--- src/rtl/fsm1_pkg.sv ---
// Shared fsm1 handshake types. The responder states carry an RS_ prefix so
// they can sit beside the initiator's state_e without name clashes.
package fsm1_pkg;

   typedef enum logic [2:0] {
      RS_IDLE  = 3'd0,
      RS_WAIT  = 3'd1,
      RS_FETCH = 3'd2,
      RS_DATA  = 3'd3,
      RS_XXX   = 3'd7
   } resp_state_e;

endpackage

--- src/rtl/fsm1_wait_cnt.sv ---
// Wait-state down-counter for the fsm1 responder. done flags the last wait
// cycle, or a zero load so the caller can skip the wait phase entirely.
module fsm1_wait_cnt #(
   parameter int WAIT_W = 4
) (
   input  logic              clk,
   input  logic              rst_n,
   input  logic              load,
   input  logic [WAIT_W-1:0] value,
   input  logic              enable,
   output logic              done
);

   logic [WAIT_W-1:0] cnt_q, cnt_d;

   always_comb begin
      cnt_d = cnt_q;
      if (load)        cnt_d = value;
      else if (enable) cnt_d = cnt_q - WAIT_W'(1);
   end

   always_ff @(posedge clk or negedge rst_n) begin
      if (!rst_n) cnt_q <= '0;
      else        cnt_q <= cnt_d;
   end

   assign done = load ? (value == '0) : (cnt_q == WAIT_W'(1));

endmodule

--- src/rtl/fsm1_resp.sv ---
// Responder end of the fsm1 rd/ws/ds read handshake: programmable wait
// states, one memory fetch per transaction, auto-incrementing address.
module fsm1_resp
   import fsm1_pkg::*;
#(
   parameter int DATA_W = 8,
   parameter int ADDR_W = 4,
   parameter int WAIT_W = 4
) (
   input  logic              clk,
   input  logic              rst_n,
   input  logic              rd,
   input  logic              ds,
   input  logic [WAIT_W-1:0] wait_cfg,
   output logic              ws,
   output logic              mem_re,
   output logic [ADDR_W-1:0] mem_addr,
   input  logic [DATA_W-1:0] mem_rdata,
   output logic [DATA_W-1:0] data,
   output logic              data_vld,
   output logic              busy,
   output logic              err
);

   resp_state_e       state_q, state_d;
   logic [ADDR_W-1:0] addr_q, addr_d;
   logic [DATA_W-1:0] data_q, data_d;
   logic              ws_q, ws_d;
   logic              re_q, re_d;
   logic              vld_q, vld_d;
   logic              busy_q, busy_d;
   logic              err_q, err_d;
   logic              cnt_load, cnt_en, cnt_done;

   fsm1_wait_cnt #(.WAIT_W(WAIT_W)) u_wait_cnt (
      .clk    (clk),
      .rst_n  (rst_n),
      .load   (cnt_load),
      .value  (wait_cfg),
      .enable (cnt_en),
      .done   (cnt_done)
   );

   // Stray ds only raises err; it never stalls the wait/fetch progression.
   always_comb begin
      state_d  = state_q;
      addr_d   = addr_q;
      data_d   = data_q;
      err_d    = 1'b0;
      cnt_load = 1'b0;
      cnt_en   = 1'b0;
      unique case (state_q)
         RS_IDLE: begin
            err_d = ds;
            if (rd) begin
               cnt_load = 1'b1;
               state_d  = cnt_done ? RS_FETCH : RS_WAIT;
            end
         end
         RS_WAIT: begin
            err_d = ds | ~rd;
            if (!rd) begin
               state_d = RS_IDLE;
            end else begin
               cnt_en = 1'b1;
               if (cnt_done) state_d = RS_FETCH;
            end
         end
         RS_FETCH: begin
            err_d = ds | ~rd;
            if (!rd) begin
               state_d = RS_IDLE;
            end else begin
               data_d  = mem_rdata;
               state_d = RS_DATA;
            end
         end
         RS_DATA: begin
            if (ds) begin
               state_d = RS_IDLE;
               addr_d  = addr_q + ADDR_W'(1);
            end
         end
         default: begin
            state_d = RS_XXX;
            addr_d  = 'x;
            data_d  = 'x;
            err_d   = 1'bx;
         end
      endcase
   end

   // Outputs are decoded from the next state so they are registered and
   // line up with the state they describe.
   always_comb begin
      ws_d   = 1'b0;
      re_d   = 1'b0;
      vld_d  = 1'b0;
      busy_d = 1'b1;
      unique case (state_d)
         RS_IDLE:  busy_d = 1'b0;
         RS_WAIT:  ws_d   = 1'b1;
         RS_FETCH: re_d   = 1'b1;
         RS_DATA:  vld_d  = 1'b1;
         default: begin
            ws_d   = 1'bx;
            re_d   = 1'bx;
            vld_d  = 1'bx;
            busy_d = 1'bx;
         end
      endcase
   end

   always_ff @(posedge clk or negedge rst_n) begin
      if (!rst_n) begin
         state_q <= RS_IDLE;
         addr_q  <= '0;
         data_q  <= '0;
         ws_q    <= 1'b0;
         re_q    <= 1'b0;
         vld_q   <= 1'b0;
         busy_q  <= 1'b0;
         err_q   <= 1'b0;
      end else begin
         state_q <= state_d;
         addr_q  <= addr_d;
         data_q  <= data_d;
         ws_q    <= ws_d;
         re_q    <= re_d;
         vld_q   <= vld_d;
         busy_q  <= busy_d;
         err_q   <= err_d;
      end
   end

   assign ws       = ws_q;
   assign mem_re   = re_q;
   assign mem_addr = addr_q;
   assign data     = data_q;
   assign data_vld = vld_q;
   assign busy     = busy_q;
   assign err      = err_q;

endmodule

--- config.mk ---
export PLATFORM = sky130hd
export DESIGN_NAME = fsm1_resp
export DESIGN_NICKNAME = d
export VERILOG_FILES = /design/src/rtl/fsm1_pkg.sv /design/src/rtl/fsm1_wait_cnt.sv /design/src/rtl/fsm1_resp.sv
export SDC_FILE = /design/constraint.sdc
export NUM_CORES = 1
export LEC_CHECK = 0
export ABC_CLOCK_PERIOD_IN_PS = 3500
export CAP_MARGIN = 30
export CORE_ASPECT_RATIO = 1.25
export CORE_MARGIN = 2
export CORE_UTILIZATION = 49
export CTS_CLUSTER_DIAMETER = 40
export DETAILED_ROUTE_END_ITERATION = 12
export PLACE_DENSITY = 0.86
export SLEW_MARGIN = 20
export SYNTH_ARGS = -nofsm -noshare
export SYNTH_HDL_FRONTEND = slang
export SYNTH_SLANG_ARGS = --single-unit
--- constraint.sdc ---
create_clock -name clk -period 3.5 [get_ports clk]
set_input_delay 0.525 -clock clk [delete_from_list [all_inputs] [get_ports clk]]
set_output_delay 0.525 -clock clk [all_outputs]
set_load 0.02 [all_outputs]
# After elaboration in Yosys (flattened, before gate mapping)
# Index checks and enable logic that the tools add are counted.
dict set report word_totals {
  regBits 24
  word_cells 59
}
dict set report op_classes {
  n_addsub 2
  n_eq_ne 9
  n_mux 22
  n_bitwise 4
  reduce_logical 13
}
# cell n
set op_table {}
lappend op_table {{3-bit OR reduction} 6}
lappend op_table {{4-bit 2-to-1 mux} 4}
lappend op_table {{8-bit 2-to-1 mux} 2}
lappend op_table {{3-bit by 2-bit equality test with 1-bit output (second input constant)} 4}
lappend op_table {{3-bit 2-to-1 mux} 4}
lappend op_table {{3-bit case mux with 4 select lines} 1}
lappend op_table {{1-bit case mux with 2 select lines} 4}
lappend op_table {{3-bit by 1-bit equality test with 1-bit output (second input constant)} 2}
lappend op_table {{3-bit zero test} 2}
lappend op_table {{4-bit by 1-bit adder with 4-bit output (second input constant)} 1}
lappend op_table {{4-bit by 1-bit equality test with 1-bit output (second input constant)} 1}
lappend op_table {{4-bit zero test} 1}
lappend op_table {{1-bit 2-to-1 mux} 4}
lappend op_table {{2-bit 2-to-1 mux} 2}
lappend op_table {{2-bit != test (second input constant)} 2}
lappend op_table {{2-bit AND reduction} 2}
lappend op_table {{4-bit by 1-bit subtractor with 4-bit output (second input constant)} 1}
lappend op_table {{1-bit inverter} 3}
lappend op_table {{1-bit case mux with 3 select lines} 1}
lappend op_table {{2-bit nonzero test} 1}
lappend op_table {{2-bit OR reduction} 1}
lappend op_table {{1-bit bitwise OR} 1}

# Depth between registers and ports, before layout
dict set report depth {
  ltp_word 9
  mapped_depth 5
  ltp_nobuf 5
}

# Cells and area by module
# Synthesis repeated with hierarchy kept, for this count alone.
dict set report unflattened {
  hier_cells 86
  hier_area_um2 1067.3
}
# mod instances cells_per_inst area_each_um2
set modules_own_cells {}
lappend modules_own_cells {fsm1_resp 1 60 805.8}
lappend modules_own_cells {fsm1_wait_cnt 1 26 261.5}

# Worst setup path before layout
# Ideal clock, no wire load.
dict set report synth_timing {
  path_kind {input to register}
  startpoint {input port wait_cfg[1]}
  endpoint {register state_q[0]}
  setup_ps 134
  arrival_ps 1296
  setup_slack_ps 2070
  path_stages 3
  cell_sequence {or4_1 o21ai_2 o211ai_1}
}
dict set report synth_between {
  elab_chain_cells 5
  word_cells_on_any_way 7
  classes_between {mux (6); reduce/logical (1)}
}
# element line_no
set synth_lines {}
lappend synth_lines {{start: declaration} fsm1_resp.sv:14} ;# input logic [WAIT_W-1:0] wait_cfg,
lappend synth_lines {{4-bit zero test (*)} fsm1_wait_cnt.sv:27} ;# assign done = load ? (value == '0) : (cnt_q == WAIT_W'(1));
lappend synth_lines {{1-bit 2-to-1 mux (*)} fsm1_wait_cnt.sv:27}
lappend synth_lines {{3-bit 2-to-1 mux or 2-bit 2-to-1 mux (tied branches)} {fsm1_resp.sv:66, fsm1_resp.sv:57}}
lappend synth_lines {{3-bit 2-to-1 mux (on tied branches)} {fsm1_resp.sv:62, fsm1_resp.sv:55}}
lappend synth_lines {{3-bit case mux with 4 select lines (*)} fsm1_resp.sv:52} ;# unique case (state_q)
lappend synth_lines {{via state_d[0]} fsm1_resp.sv:25} ;# resp_state_e state_q, state_d;
lappend synth_lines {{end signal: assignment} fsm1_resp.sv:125} ;# state_q <= state_d;
lappend synth_lines {{end: declaration} fsm1_resp.sv:25}
# The timed path passes the listed nets; every way through them passes the cells marked *.
# A chain may end at the register's enable or synchronous reset.

# Worst setup path after layout
dict set report layout_timing {
  startpoint {register addr_q[0], in the netlist mem_addr[0]}
  endpoint {output port mem_addr[0]}
}
# element line_no
set layout_lines {}
lappend layout_lines {{start: declaration} fsm1_resp.sv:26} ;# logic [ADDR_W-1:0] addr_q, addr_d;
lappend layout_lines {{start signal: assignment} fsm1_resp.sv:126} ;# addr_q <= addr_d;
lappend layout_lines {{end: declaration} fsm1_resp.sv:17} ;# output logic [ADDR_W-1:0] mem_addr,
# No word-level cell between the ends.

==> run metrics <==
power consumption=a little under 900 uW; Layout area overhead=32.4%; maximum net fanout on the critical path=4; worst reg2reg path depth=3; CTS tree=done; slowest stage delay, CP=0.63 ns; DR pass1 iterations=4; Req. time, crit path=between 2 and 3 ns; net switching power=304 uW; crit start category=flip-flop; CTS root buf=clkbuf_4; sequential fraction of the synthesis area=a little over half; Post-Syn Instances=90; die area=~2700 um^2; NumNets Final=about 140; CP top delay family=buffers and inverters; Worst path slowest cell=clkdlybuf4s50_1; Lkg Pwr=roughly 0.66 nW; H-Tree Depth=1; layout cells sized above 1=around 16%; CP Capture Type=output pin; clk_lat worst skew=0.31 ns; Synth cell types=34; Avg WL per Cell=13.2 um; initial DRC count=7; Sw Share=34.2%; Final HPWL DP=between 1500 and 2000 um; Post-synth ARST share=100%; first-pass GRT wire length=between 3000 and 4000 um; total gr overflow=0; via count=between 700 and 800; commonest non-fill, non-tap cells in the layout=clkdlybuf4s50_1, dfrtp_1, mux2_2; die width=46.6 um; Synth area leader=dfrtp_1; commonest non-fill, non-tap cell in the layout=clkdlybuf4s50_1; setup TNS=0 ns; status=completed; Slew @ Worst Pin=about 0.6 ns; row count=19; post-CTS sizing=0; CTS clk-pin slew, worst paths=0.12 ns; combinational share of power=~40%; Finish-stage setup viols=0; Routed Antenna Nets=0; Port-buffer cells=32; hold path cells=1; Hold Vio Cnt, Final=0; Clock Skew=between 0.001 and 0.0015 ns; IO Pins=33; number of synthesized flops with an enable pin=0; floorplan die height=57.3 um; Period minus WS final=around 1.9 ns; clock power share=13.2%; core region area=approximately 2200 um^2; CP Class=reg -> out; Syn Nets=around 110; Remaining DRCs=0; vias per inst=about 5.2; Seq cells post-synth=24; max-slew violation count=0; # diodes=0; Sequential Power Share=46.5%; Hold Crit Class=reg -> reg; arrival time of the worst setup path=approximately 1.4 ns; maximum achievable frequency=approximately 530 MHz; placer congestion estimate=roughly 0.78; top_reg_cell synth=dfrtp_1; Initial Util=about half; CTS sink cnt=24; synth top area cells=dfrtp_1, mux2_2, ha_1; cell count along the critical path=1; Pwr Density=approximately 600 nW/um^2; Max-slew headroom=60.0%; Synth Cell Area=about 1100 um^2; internal power=around 580 uW; total global routing track utilization=between 10% and 20%; fin crit share=a little over half; maxcap violations=0; RSZ-0062 raised after global routing=false; fillcell total=between 150 and 200; Yosys top cell area share=roughly 54%; register cell area after layout=between 600 and 700 um^2; cts hold-fix bufs=0; Synthesis Warnings=0; CTS Buf Count=3; initial antenna violation count=0; routed wire length=approximately 2000 um; vias in the first global route=around 780; Post-Syn Area per Cell=12.4 um^2; CTS Buffer Depth=2; WP buf/inv=1; largest net degree at the start of global routing=16; # Post-CTS Setup Buffers=0; Peak VDD IR=approximately 0.40 mV; area of the multi-input gates=approximately 460 um^2; critical path, cell by cell=clkdlybuf4s50_1
==> flip-flops by register name, indices dropped and copies added (netlist names) <==
name,count
err,1
data_vld,1
data,8
mem_addr,4
u_wait_cnt.cnt_q,4
state_q,3
mem_re,1
busy,1
ws,1
==> worst register-to-register path, cell delays in order, from the launching register on <==
cell and delay, ns:
dfrtp_1 0.63, and2b_4 0.28, a21oi_4 0.29, mux2_2 0.38
==> cells by family after synthesis <==
logic type	synth area share (%)
flops	53.9
compound gates	16.0
simple gates	10.7
buf+inv	4.61
mux	9.10
xor+xnor	2.36
fa+ha+maj	3.37
==> power groups by stage <==
stage | Clock [mW] | Combinational [mW] | Sequential, mW
final | 0.117 | 0.357 | 0.413
after global routing | 0.129 | 0.388 | 0.424
after CTS | 0.118 | 0.362 | 0.413
after detailed placement | 0 | 0.363 | 0.419
after global placement | 0 | 0.344 | 0.412
after floorplan | 0 | 0.146 | 0.468
==> synth_stat cells, types with 2 or more instances <==
cell type / n
buf_6: 2
nand2b_1: 2
a21o_1: 3
nor2_1: 4
nor2b_1: 4
nand2_1: 2
buf_2: 2
xnor2_1: 2
dfrtp_1: 24
a221oi_2: 2
mux2_2: 9
inv_1: 4
o21ai_1: 5
nor3_1: 2
ha_1: 3
o21a_1: 2
==> routing by layer <==
metal / track usage [%] / wire (um)
met1: 20.8 / 881
met2: 29.4 / 966
met3: 3.16 / 114
met4: 7.94 / 45
met5: 0 / 0
==> final cells by class <==
type / instances / share of cell area [%]
multi-input cells: 57 / 31.3
repair buffers: 33 / 22.8
well taps: 31 / 2.63
inverters: 4 / 1.02
flip-flops and latches: 24 / 40.7
clock buffers: 3 / 1.53
==> path summary, 6_finish.rpt <==
check / from / end / slack [ns]
worst max-delay path: mem_addr[0] / mem_addr[0] / 1.61
worst min-delay path: mem_addr[3] / mem_addr[3] / 0.48
worst max register to register: state_q[0] / data[3] / 1.82
worst min register to register: mem_addr[3] / mem_addr[3] / 0.48
max in group asynchronous: rst_n / data[6] / 2.44
min in group asynchronous: rst_n / data[0] / 0.58
==> through the flow <==
step	setup slack [ns]	instances	hold slack, ns	area, um^2	utilization (%)
after CTS	1.60	152	0.485	1470	67.4
final	1.61	152	0.478	1470	67.4
after global placement	1.48	148	0.457	1440	65.7
after detailed placement	1.41	149	0.467	1450	66.4
after floorplan	2.07	90	0.229	1110	-
after global routing	1.54	152	0.508	1470	67.4
Power figures use the tool's default switching activity.
